===== src/rtl/junction_sequencer.sv =====
// Junction manoeuvre sequencer: wait for tone direction, creep to centre, turn, brake, hand back.
// Optional per-phase watchdog with sticky FAULT state when JUNCTION_WATCHDOG_EN is defined.
module junction_sequencer #(
  parameter int CREEP_PULSES   = 40,
  parameter int TURN_PULSES    = 60,
  parameter int BRAKE_CYCLES   = 5_000_000,
  parameter int TIMEOUT_CYCLES = 100_000_000,
  parameter int CNT_W          = 12
) (
  input  logic       clk,
  input  logic       rst,
  input  logic       start,
  input  logic       tdEn,
  input  logic [1:0] tdDir,
  input  logic       shaftPulseL,
  input  logic       shaftPulseR,
  input  logic       colDetect,
  input  logic       pwmIn,
  output logic       hbEnA,
  output logic       hbEnB,
  output logic [3:0] hbIn,
  output logic       busy,
  output logic       done,
  output logic       fault
);

  localparam int TMR_MAX = (TIMEOUT_CYCLES > BRAKE_CYCLES) ? TIMEOUT_CYCLES : BRAKE_CYCLES;
  localparam int TMR_W   = $clog2(TMR_MAX + 1);

  localparam logic [3:0] HB_OFF    = 4'b0000;
  localparam logic [3:0] HB_FWD    = 4'b0110;
  localparam logic [3:0] HB_SPIN_L = 4'b1010;
  localparam logic [3:0] HB_SPIN_R = 4'b0101;

  localparam logic [1:0] DIR_STRAIGHT = 2'b00;
  localparam logic [1:0] DIR_LEFT     = 2'b01;
  localparam logic [1:0] DIR_RIGHT    = 2'b10;

  localparam logic [CNT_W-1:0] CREEP_TH = CNT_W'(CREEP_PULSES);
  localparam logic [CNT_W-1:0] TURN_TH  = CNT_W'(TURN_PULSES);
  localparam logic [CNT_W-1:0] BACK_TH  = CNT_W'(2 * TURN_PULSES);
  localparam logic [TMR_W-1:0] BRAKE_LAST = TMR_W'(BRAKE_CYCLES - 1);

  typedef enum logic [2:0] {
    S_IDLE,
    S_WAIT_DIR,
    S_CREEP,
    S_TURN,
`ifdef JUNCTION_WATCHDOG_EN
    S_BRAKE,
    S_FAULT
`else
    S_BRAKE
`endif
  } state_t;

  state_t           state, state_nxt;
  logic [1:0]       dirReg;
  logic [CNT_W-1:0] cntL, cntR;
  logic [TMR_W-1:0] tmr;
  logic [2:0]       syn_l, syn_r;
  logic             rise_l, rise_r;
  logic             moving, paused, turn_met, phase_entry, tmr_run;
  logic [3:0]       hb_in_nxt;
  logic             en_nxt;

  // Two sync flops plus one history flop for rising-edge detection.
  always_ff @(posedge clk) begin
    if (rst) begin
      syn_l <= '0;
      syn_r <= '0;
    end else begin
      syn_l <= {syn_l[1:0], shaftPulseL};
      syn_r <= {syn_r[1:0], shaftPulseR};
    end
  end

  assign rise_l = syn_l[1] & ~syn_l[2];
  assign rise_r = syn_r[1] & ~syn_r[2];

  assign moving = (state == S_CREEP) || (state == S_TURN);
  assign paused = moving && !colDetect;

  always_comb begin
    turn_met = 1'b1;
    case (dirReg)
      DIR_LEFT:  turn_met = (cntR >= TURN_TH);
      DIR_RIGHT: turn_met = (cntL >= TURN_TH);
      default:   turn_met = (cntL >= BACK_TH);
    endcase
  end

  // Phase exits are evaluated before the pause and the watchdog, so an exit always wins.
  always_comb begin
    state_nxt = state;
    case (state)
      S_IDLE:     if (start) state_nxt = S_WAIT_DIR;
      S_WAIT_DIR: if (tdEn) state_nxt = S_CREEP;
      S_CREEP:
        if (cntL >= CREEP_TH && cntR >= CREEP_TH)
          state_nxt = (dirReg == DIR_STRAIGHT) ? S_BRAKE : S_TURN;
      S_TURN:     if (turn_met) state_nxt = S_BRAKE;
      S_BRAKE:    if (tmr == BRAKE_LAST) state_nxt = S_IDLE;
`ifdef JUNCTION_WATCHDOG_EN
      S_FAULT:    state_nxt = S_FAULT;
`endif
      default:    state_nxt = S_IDLE;
    endcase
`ifdef JUNCTION_WATCHDOG_EN
    if (state_nxt == state && (state == S_WAIT_DIR || moving) && !paused &&
        tmr == TMR_W'(TIMEOUT_CYCLES - 1))
      state_nxt = S_FAULT;
`endif
  end

  assign phase_entry = (state_nxt != state);

  always_comb begin
    tmr_run = (state == S_BRAKE);
`ifdef JUNCTION_WATCHDOG_EN
    if ((state == S_WAIT_DIR) || (moving && colDetect)) tmr_run = 1'b1;
`endif
  end

  always_comb begin
    hb_in_nxt = HB_OFF;
    case (state_nxt)
      S_CREEP: hb_in_nxt = HB_FWD;
      S_TURN:  hb_in_nxt = (dirReg == DIR_LEFT) ? HB_SPIN_L : HB_SPIN_R;
      default: hb_in_nxt = HB_OFF;
    endcase
  end

  assign en_nxt = pwmIn && colDetect && (state_nxt == S_CREEP || state_nxt == S_TURN);

  always_ff @(posedge clk) begin
    if (rst) begin
      state  <= S_IDLE;
      dirReg <= 2'b00;
      cntL   <= '0;
      cntR   <= '0;
      tmr    <= '0;
      hbEnA  <= 1'b0;
      hbEnB  <= 1'b0;
      hbIn   <= HB_OFF;
      busy   <= 1'b0;
      done   <= 1'b0;
    end else begin
      state <= state_nxt;
      if (state == S_WAIT_DIR && tdEn) dirReg <= tdDir;
      if (phase_entry) begin
        cntL <= '0;
        cntR <= '0;
        tmr  <= '0;
      end else begin
        if (rise_l && cntL != '1) cntL <= cntL + CNT_W'(1);
        if (rise_r && cntR != '1) cntR <= cntR + CNT_W'(1);
        if (tmr_run) tmr <= tmr + TMR_W'(1);
      end
      hbEnA <= en_nxt;
      hbEnB <= en_nxt;
      hbIn  <= hb_in_nxt;
      busy  <= (state_nxt != S_IDLE);
      done  <= (state == S_BRAKE) && (state_nxt == S_IDLE);
    end
  end

`ifdef JUNCTION_WATCHDOG_EN
  always_ff @(posedge clk) begin
    if (rst) fault <= 1'b0;
    else     fault <= (state_nxt == S_FAULT);
  end
`else
  assign fault = 1'b0;
`endif

endmodule

===== config.mk =====
export PLATFORM = sky130hd
export DESIGN_NAME = junction_sequencer
export DESIGN_NICKNAME = d
export VERILOG_FILES = /design/src/rtl/junction_sequencer.sv
export SDC_FILE = /design/constraint.sdc
export NUM_CORES = 1
export LEC_CHECK = 0
export BUFFER_PORTS_ARGS = -buffer_cell sky130_fd_sc_hd__buf_2
export CAP_MARGIN = 20
export CORE_UTILIZATION = 45
export CTS_BUF_LIST = sky130_fd_sc_hd__clkbuf_2 sky130_fd_sc_hd__clkbuf_4 sky130_fd_sc_hd__clkbuf_8
export DETAILED_ROUTE_END_ITERATION = 7
export PLACE_DENSITY = 0.7
export RECOVER_POWER = 25
export SLEW_MARGIN = 20
export SYNTH_ARGS = -nofsm -noshare
export SYNTH_HDL_FRONTEND = slang
export SYNTH_SLANG_ARGS = --single-unit

===== constraint.sdc =====
create_clock -name clk -period 3.7 [get_ports clk]
set_input_delay 0.74 -clock clk [delete_from_list [all_inputs] [get_ports clk]]
set_output_delay 0.74 -clock clk [all_outputs]
set_load 0.01 [all_outputs]

==> results.yml, run 1 <==
logic_synthesis:
  syn_nets: 386
  synthArstFlopShare_pct: 0
  synthFlopType: "dfxtp_1"
  ys_warn_count: 0
  synthCells: 368
  synth_enable_flop_cells: 0
  synth_area_um2: 3270
  netlist.top_cell.by_area: "dfxtp_1"
  ys_types: 49
  synth-seq-cells: 69
  ys_seq_area_share_pct: 42.3
  yosys-top-cells-area: "dfxtp_1, xor2_1, nor2_1, xnor2_1, ha_1"
  avgSynthCellArea_um2: 8.88
  synth.top_cell.area_share_pct: 42.3
floorplanning:
  coreArea_um2: 6910
  start_util_pct: 47.3
  dieArea_um2: 7610
  die_h_um: 87.2
  io_pins: 19
  rows: 30
  die_x_um: 87.2
detailed_routing:
  drc: 0
  viasPerCell: 5.15
  wl_per_cell_um: 12.1
  drtIter0Drc: 96
  dr.pass1.iters: 4
  routed_wl_mm: 5.92
  ant_nets: 0
  num_vias: 2511
cts:
  cts.root.buffer_cell: "clkbuf_8"
  cts-hold-fix-buffers: 0
  numCtsBuffers: 9
  cts.path.max_buffers: 2
  cts.clk_slew.worst_paths_ns: 0.07
  htreeDepth: 3
  cts.sinks: 69
  cts_resized: 0
  cts_setup_buffers: 0
  cts_tree: "built"
  clk_latency_ns: 0.35
final_layout:
  final_cell_area_um2: 3590
  final_core_util_pct: 51.9
  final.fill_count: 695
  final_nets: 405
  areaGrowthSynthToFinish_pct: 9.72
  fin_cells: 488
  register_area_um2: 1380
  multiInputGateArea_um2: 1750
  diodes: 0
  drive_gt1_share_pct: 11.5
placed_design:
  dp_hpwl_mm: 4.19
  place_ws_ns: 1.03
  port_buffers: 17
  gp_congestion: 0.803
  place_area_um2: 3410
  dp.cells: 472
power:
  irDropWorstVdd_v: 0.000283
  p_leak_nw: 1.26
  power_density_nw_per_um2: 407
  clkPwrFrac_pct: 41.7
  p_int_mw: 1.11
  combPwrFrac_pct: 6.1
  power.switching_mw: 0.348
  finalPower_mw: 1.46
  swShare_pct: 23.8
  p_seq_share_pct: 52.2
sta:
  setup_tns_ns: 0
  fin_crit_ns: 2.74
  setup_violations: 0
  finClkSkew_ns: 0.00788
  fmax_ghz: 0.365
  hold_ws_ns: 0.438
  hold_viol_final: 0
  rsz0062_at_grt: "no"
  fin_crit_sh_pct: 74.1
  worst_pin_slew_ns: 0.739
  setup_ws_ns: 0.957
  slew_headroom_pct: 50.3
  drv_slew: 0
worst_setup_path:
  crit_chain: "or4_1 > or4b_1 > and3b_4 > o31ai_4 > nand4b_4 > buf_4 > nor2_1"
  start_kind: "register"
  path_delay_family: "simple AND/OR/NAND/NOR gates"
  path_max_fanout: 27
  cp_slowest_cell: "or4_1"
  crit_arrival_ns: 3.03
  crit_type: "reg -> reg"
  slowest_delay_ns: 0.60
  required_ns: 3.98
  cp_num_buf_inv: 1
  critPathCaptureType: "register"
min_path:
  min_path_type: "reg -> reg"
grt:
  grt-ovfl-total: 0
  antenna_found_initial: 0
  grt_pass1_wl_mm: 10.4
  grt_pass1_vias: 2336
  grtUsageTotal_pct: 17.5
  grt_max_degree: 28
outcome:
  status: "complete, no violations"
run:
  maxCapViolations: 0
## metal layers
layer | global-route usage, % | part of all wire, % | vias up
met4 | 5.51 | 1.6 | 0
met1 | 20.4 | 47 | 1185
met5 | 0 | 0 | -
li1 | - | - | 1291
met3 | 7.11 | 2.4 | 11
met2 | 29.3 | 49 | 24
## cell usage after synthesis, types with 2 or more instances
cell and number:
a21oi_1 11, nor4_1 4, buf_4 2, and4_1 4, a32oi_1 2, buf_6 5
nor3b_1 3, nor2b_1 8, nand2b_1 3, and3_1 13, mux2i_1 2, inv_1 11
xnor2_1 16, nor2_2 11, nand4_1 16, clkbuf_1 4, xor2_1 32, a31oi_1 4
nor4b_1 3, o31a_1 2, o21a_1 2, ha_1 8, nor3_1 5, dfxtp_1 69
nor2_1 62, nand2_1 26, nand3_1 14, o21ai_0 5
## cell families after synthesis
logic type,count (synthesis),share of synthesized area (%)
DFF,69,42.3
muxes,2,0.612
AOI/OAI and AO/OA,34,7.19
xor gates and xnor gates,48,12.9
buffers and inverters,23,4.06
adders and majority gates,8,3.06
and+or+nand+nor,183,29.9
other,1,0.115
## layout make-up
class	count	share of cell area, %
Tap cell	96	3.35
Multi-Input combinational cell	276	48.7
Sequential cell	69	38.5
Clock buffer	10	3.84
Timing Repair Buffer	20	2.69
Inverter	11	1.15
Clock inverter	6	1.74
## state kept, by name, summed over array words and instances, names as in the netlist
| name | flops |
|---|---|
| cntL | 12 |
| hbIn | 4 |
| dirReg | 2 |
| state | 3 |
| cntR | 12 |
| syn_r | 3 |
| syn_l | 3 |
| busy | 1 |
| tmr | 27 |
| done | 1 |
| hbEnB | 1 |
## final timing paths
path / to / slack, ns / cells after the start / from
worst max-delay path: tmr[18]$_SDFFE_PP0N_ / 0.96 / 7 / cntL[7]$_SDFFE_PP0P_
worst min-delay path: syn_r[1]$_SDFF_PP0_ / 0.44 / 1 / syn_r[0]$_SDFF_PP0_
worst max register to register: tmr[18]$_SDFFE_PP0N_ / 0.96 / 7 / cntL[7]$_SDFFE_PP0P_
worst min register to register: syn_r[1]$_SDFF_PP0_ / 0.44 / 1 / syn_r[0]$_SDFF_PP0_
## power by group through the flow
stage	clock [mW]	sequential (mW)	combinational, mW
detailed placement	0	0.779	0.0909
global placement	0	0.778	0.0894
finish	0.609	0.762	0.0888
floorplan	0	0.776	0.0785
CTS	0.627	0.761	0.0913
global route	0.661	0.763	0.0981
## cell usage in the layout, fill, tap and decap left out, types with 2 or more instances in the layout
cell type	instances
dfxtp_1	69
nor2_1	62
xor2_1	32
nand2_1	26
nand4_1	16
xnor2_1	16
nand3_1	14
and3_1	13
inv_1	11
a21oi_1	11
nor2_2	11
clkbuf_8	10
clkbuf_1	9
nor2b_1	8
ha_1	8
buf_2	8
o21ai_0	5
nor3_1	5
nor4_1	4
and4_1	4
a31oi_1	4
nor3b_1	3
nor4b_1	3
nand2b_1	3
clkinvlp_4	3
buf_4	3
o21a_1	2
mux2i_1	2
a32oi_1	2
o31a_1	2
clkinv_2	2
Note: power is estimated with default switching activity, not from simulation.
==> run 2, diff against run 1 <==
==> constraint.sdc (replaced) <==
create_clock -name clk -period 2.6 [get_ports clk]
set_input_delay 0.52 -clock clk [delete_from_list [all_inputs] [get_ports clk]]
set_output_delay 0.52 -clock clk [all_outputs]
set_load 0.01 [all_outputs]
==> results.yml, run 2 (synthesis gave the netlist of run 1 again) <==
outcome:
  status: "complete, no violations"
detailed_routing:
  drtIter0Drc: 129
  drc: 0
  ant_nets: 0
  num_vias: 2466
  dr.pass1.iters: 4
  routed_wl_mm: 5.78
  viasPerCell: 5.03
  wl_per_cell_um: 11.8
grt:
  grtUsageTotal_pct: 16.4
  grt_pass1_vias: 2242
  grt_pass1_wl_mm: 9.75
  grt_max_degree: 52
  grt-ovfl-total: 0
  antenna_found_initial: 0
cts:
  cts_tree: "built"
  cts.clk_slew.worst_paths_ns: 0.07
  numCtsBuffers: 9
  clk_latency_ns: 0.33
  cts.path.max_buffers: 2
  cts_resized: 0
  cts_setup_buffers: 0
  cts.root.buffer_cell: "clkbuf_8"
  cts-hold-fix-buffers: 0
  cts.sinks: 69
  htreeDepth: 3
final_layout:
  areaGrowthSynthToFinish_pct: 11.1
  layout_commonest_cell: "dfxtp_1"
  largest_reg_flops: 27
  final_nets: 407
  drive_gt1_share_pct: 12.4
  final_cell_area_um2: 3630
  top_register: "tmr"
  diodes: 0
  top_regs: "tmr (27), cntL (12), cntR (12)"
  layout_common_cells: "dfxtp_1, nor2_1, xor2_1"
sta:
  fmax_ghz: 0.410
  hold_viol_final: 0
  setup_violations: 0
  drv_slew: 0
  setup_ws_ns: 0.161
  fin_crit_sh_pct: 93.8
  rsz0062_at_grt: "no"
  finClkSkew_ns: 0.00853
  setup_tns_ns: 0
  fin_crit_ns: 2.44
  worst_pin_slew_ns: 0.728
  slew_headroom_pct: 51.1
worst_setup_path:
  cp-startpoint: "cntL[8]$_SDFFE_PP0P_"
  r2r_cells: 7
  rrSetupSlack_ns: 0.16
  slowest_delay_ns: 0.55
  path_max_fanout: 51
  r2r_end: "tmr[26]$_SDFFE_PP0N_"
  cp_slowest_cell: "or4_4"
  crit-reg2reg-launch: "cntL[8]$_SDFFE_PP0P_"
  crit_chain: "or4_4 > or4b_4 > and3b_4 > o31ai_4 > nand4b_4 > buf_12 > nor2_1"
  crit_path_end: "tmr[26]$_SDFFE_PP0N_"
  start_kind: "register"
  critPathCaptureType: "register"
  crit_arrival_ns: 2.70
  required_ns: 2.87
  crit_type: "reg -> reg"
power:
  p_leak_nw: 1.29
  irDropWorstVdd_v: 0.000479
  power_density_nw_per_um2: 579
placed_design:
  dp_hpwl_mm: 4.03
  gp_congestion: 0.781
  place_area_um2: 3430
  place_ws_ns: 0.174
  port_buffers: 17
floorplanning:
  die_x_um: 87.2
  start_util_pct: 47.3
  die_h_um: 87.2
  io_pins: 19
  coreArea_um2: 6910
  rows: 30
  dieArea_um2: 7610
min_path:
  min_path_type: "in -> reg"
run:
  maxCapViolations: 0
[run 2: per-layer routing]
layer	track usage [%]	wire length (um)
met1	19.4	2710
met2	28.0	2870
met3	4.45	176
met4	6.86	32
met5	0	0
[run 2: cell type report]
type / count / area, um^2
clock buffer: 12 / 165
clock inverter: 4 / 45.0
fill: 646 / 3270
inverter: 11 / 41.3
multi-input combinational: 276 / 1760
sequential: 69 / 1380
tap: 96 / 120
timing repair buffer: 22 / 124
[run 2: worst max-delay path: cells and delay by family, from the launching register on]
family                 cells  cell delay [ns]
buffers and inverters      1             0.22
AND/OR/NAND/NOR            5             1.53
AO/OA/AOI/OAI              1             0.25
flip-flops                 1             0.35
[run 2: worst min-delay path by stage]
stage                                    from  slack (ns)  cells after the start                   to
after CTS                         shaftPulseL        0.39                      2  syn_l[0]$_SDFF_PP0_
after global routing              shaftPulseL        0.39                      2  syn_l[0]$_SDFF_PP0_
after detailed placement  syn_r[0]$_SDFF_PP0_        0.43                      1  syn_r[1]$_SDFF_PP0_
final                             shaftPulseL        0.41                      2  syn_l[0]$_SDFF_PP0_
after floorplan           syn_l[0]$_SDFF_PP0_        0.41                      1  syn_l[1]$_SDFF_PP0_
after global placement    syn_r[0]$_SDFF_PP0_        0.42                      1  syn_r[1]$_SDFF_PP0_
[run 2: power breakdown]
part           leakage, nW  switching [mW]  internal (mW)
logic                0.624          0.0812         0.0482
clock network        0.112           0.373          0.517
registers            0.558          0.0131           1.07
[run 2: metrics by stage]
stage | hold WS (ns) | total power, mW | cells | util, %
floorplan | 0.414 | 1.22 | 368 | -
global placement | 0.421 | 1.24 | 474 | 49.7
detailed placement | 0.429 | 1.24 | 474 | 49.7
CTS | 0.390 | 2.14 | 490 | 52.8
global route | 0.394 | 2.20 | 490 | 52.6
finish | 0.405 | 2.10 | 490 | 52.6
==> run 3, diff against run 2 <==
--- a/config.mk
+++ b/config.mk
@@ -8,7 +8,7 @@
 export BUFFER_PORTS_ARGS = -buffer_cell sky130_fd_sc_hd__buf_2
 export CAP_MARGIN = 20
 export CORE_UTILIZATION = 45
-export CTS_BUF_LIST = sky130_fd_sc_hd__clkbuf_2 sky130_fd_sc_hd__clkbuf_4 sky130_fd_sc_hd__clkbuf_8
+export CTS_BUF_LIST = sky130_fd_sc_hd__clkbuf_16
 export DETAILED_ROUTE_END_ITERATION = 7
 export PLACE_DENSITY = 0.7
 export RECOVER_POWER = 25
==> results.yml, run 3 (synthesis gave the netlist of run 1 again) <==
power:
  combPwrFrac_pct: 5.5
  p_leak_nw: 1.32
  p_int_mw: 1.85
  power_density_nw_per_um2: 637
  swShare_pct: 21.7
  clkPwrFrac_pct: 48.5
  p_seq_share_pct: 46.0
  power.switching_mw: 0.513
  irDropWorstVdd_v: 0.000451
min_path:
  whs_path_depth: 2
  holdPathEnd: "syn_r[0]$_SDFF_PP0_"
  holdCritStartpoint: "shaftPulseR"
  min_path_type: "in -> reg"
worst_setup_path:
  start_kind: "register"
  crit_chain: "or4_4 > or4b_4 > and3b_4 > o31ai_4 > nand4b_4 > buf_12 > nor2_1"
  rrSetupSlack_ns: 0.17
  critPathCaptureType: "register"
  crit_arrival_ns: 2.69
  r2r_end: "tmr[26]$_SDFFE_PP0N_"
  cp_num_buf_inv: 1
  required_ns: 2.86
  path_max_fanout: 51
  slowest_delay_ns: 0.55
  cp_slowest_cell: "or4_4"
  crit_type: "reg -> reg"
  r2r_cells: 7
  path_delay_family: "simple AND/OR/NAND/NOR gates"
  crit-reg2reg-launch: "cntL[8]$_SDFFE_PP0P_"
sta:
  setup_tns_ns: 0
  fin_crit_ns: 2.43
  rsz0062_at_grt: "no"
  fin_crit_sh_pct: 93.6
  slew_headroom_pct: 51.3
  fmax_ghz: 0.411
  hold_ws_ns: 0.413
  worst_pin_slew_ns: 0.725
  drv_slew: 0
  hold_viol_final: 0
  setup_violations: 0
  finClkSkew_ns: 0.00392
final_layout:
  layout_commonest_cell: "dfxtp_1"
  top_regs: "tmr (27), cntL (12), cntR (12)"
  final.fill_count: 640
  multiInputGateArea_um2: 1760
  largest_reg_flops: 27
  final_core_util_pct: 53.6
  final_nets: 407
  layout_common_cells: "dfxtp_1, nor2_1, xor2_1"
  fin_cells: 490
  top_register: "tmr"
  diodes: 0
  drive_gt1_share_pct: 11.7
  areaGrowthSynthToFinish_pct: 13.3
  register_area_um2: 1380
cts:
  cts.sinks: 69
  cts.root.buffer_cell: "clkbuf_16"
  clk_latency_ns: 0.32
  cts.clk_slew.worst_paths_ns: 0.05
  htreeDepth: 3
  cts_setup_buffers: 0
  cts-hold-fix-buffers: 0
  cts.path.max_buffers: 2
  cts_resized: 0
  cts_tree: "built"
  numCtsBuffers: 9
placed_design:
  dp_hpwl_mm: 4.03
  port_buffers: 17
  dp.cells: 474
  gp_congestion: 0.781
grt:
  grt_max_degree: 52
  grt_pass1_wl_mm: 9.84
  grtUsageTotal_pct: 16.6
  antenna_found_initial: 0
  grt-ovfl-total: 0
  grt_pass1_vias: 2261
detailed_routing:
  num_vias: 2493
  drtIter0Drc: 109
  wl_per_cell_um: 11.9
  routed_wl_mm: 5.85
  ant_nets: 0
  viasPerCell: 5.09
  drc: 0
  dr.pass1.iters: 4
floorplanning:
  start_util_pct: 47.3
  coreArea_um2: 6910
  rows: 30
  die_x_um: 87.2
  die_h_um: 87.2
  io_pins: 19
  dieArea_um2: 7610
run:
  maxCapViolations: 0
outcome:
  status: "complete, no violations"
## run 3: changes by cell type in the layout (fill, tap and decap cells not counted), sizes merged
| cell | change |
|---|---|
| clkinv | +3 |
| clkbuf | -3 |
## run 3: metrics by stage
stage	instance area (um^2)	power, mW	setup slack (ns)
floorplan	3270	1.22	0.251
global placement	3430	1.24	0.236
detailed placement	3430	1.24	0.174
CTS	3710	2.39	0.160
global route	3700	2.45	0.0754
finish	3700	2.36	0.167
## run 3: power groups by stage
stage / sequential, mW / combinational, mW / clock (mW)
final: 1.09 / 0.130 / 1.14
after global placement: 1.11 / 0.130 / 0
after detailed placement: 1.11 / 0.132 / 0
after CTS: 1.09 / 0.133 / 1.17
after global routing: 1.09 / 0.145 / 1.22
after floorplan: 1.10 / 0.112 / 0
## run 3: layer usage
metal  global-route usage, %  up-vias  wire length, um
li1                        -     1302                -
met5                       0        -                0
met1                    19.2     1143             2710
met3                    5.02        8              212
met2                    28.6       40             2860
met4                    6.41        0               76
## run 3: final cells by class
class	count	share of cell area, %
Multi-Input combinational cell	276	47.4
Clock inverter	7	1.52
Timing Repair Buffer	22	3.34
Tap cell	96	3.24
Clock buffer	9	6.08
Sequential cell	69	37.3
Inverter	11	1.11
## run 3: worst max-delay path by stage
stage,end,startpoint,cells past startpoint
after floorplan,cntL[1]$_SDFFE_PP0P_,cntL[7]$_SDFFE_PP0P_,7
after global placement,cntL[1]$_SDFFE_PP0P_,cntL[8]$_SDFFE_PP0P_,7
after detailed placement,tmr[26]$_SDFFE_PP0N_,cntL[8]$_SDFFE_PP0P_,7
after CTS,tmr[26]$_SDFFE_PP0N_,cntL[8]$_SDFFE_PP0P_,7
after global routing,tmr[15]$_SDFFE_PP0N_,cntL[8]$_SDFFE_PP0P_,7
final,tmr[26]$_SDFFE_PP0N_,cntL[8]$_SDFFE_PP0P_,7
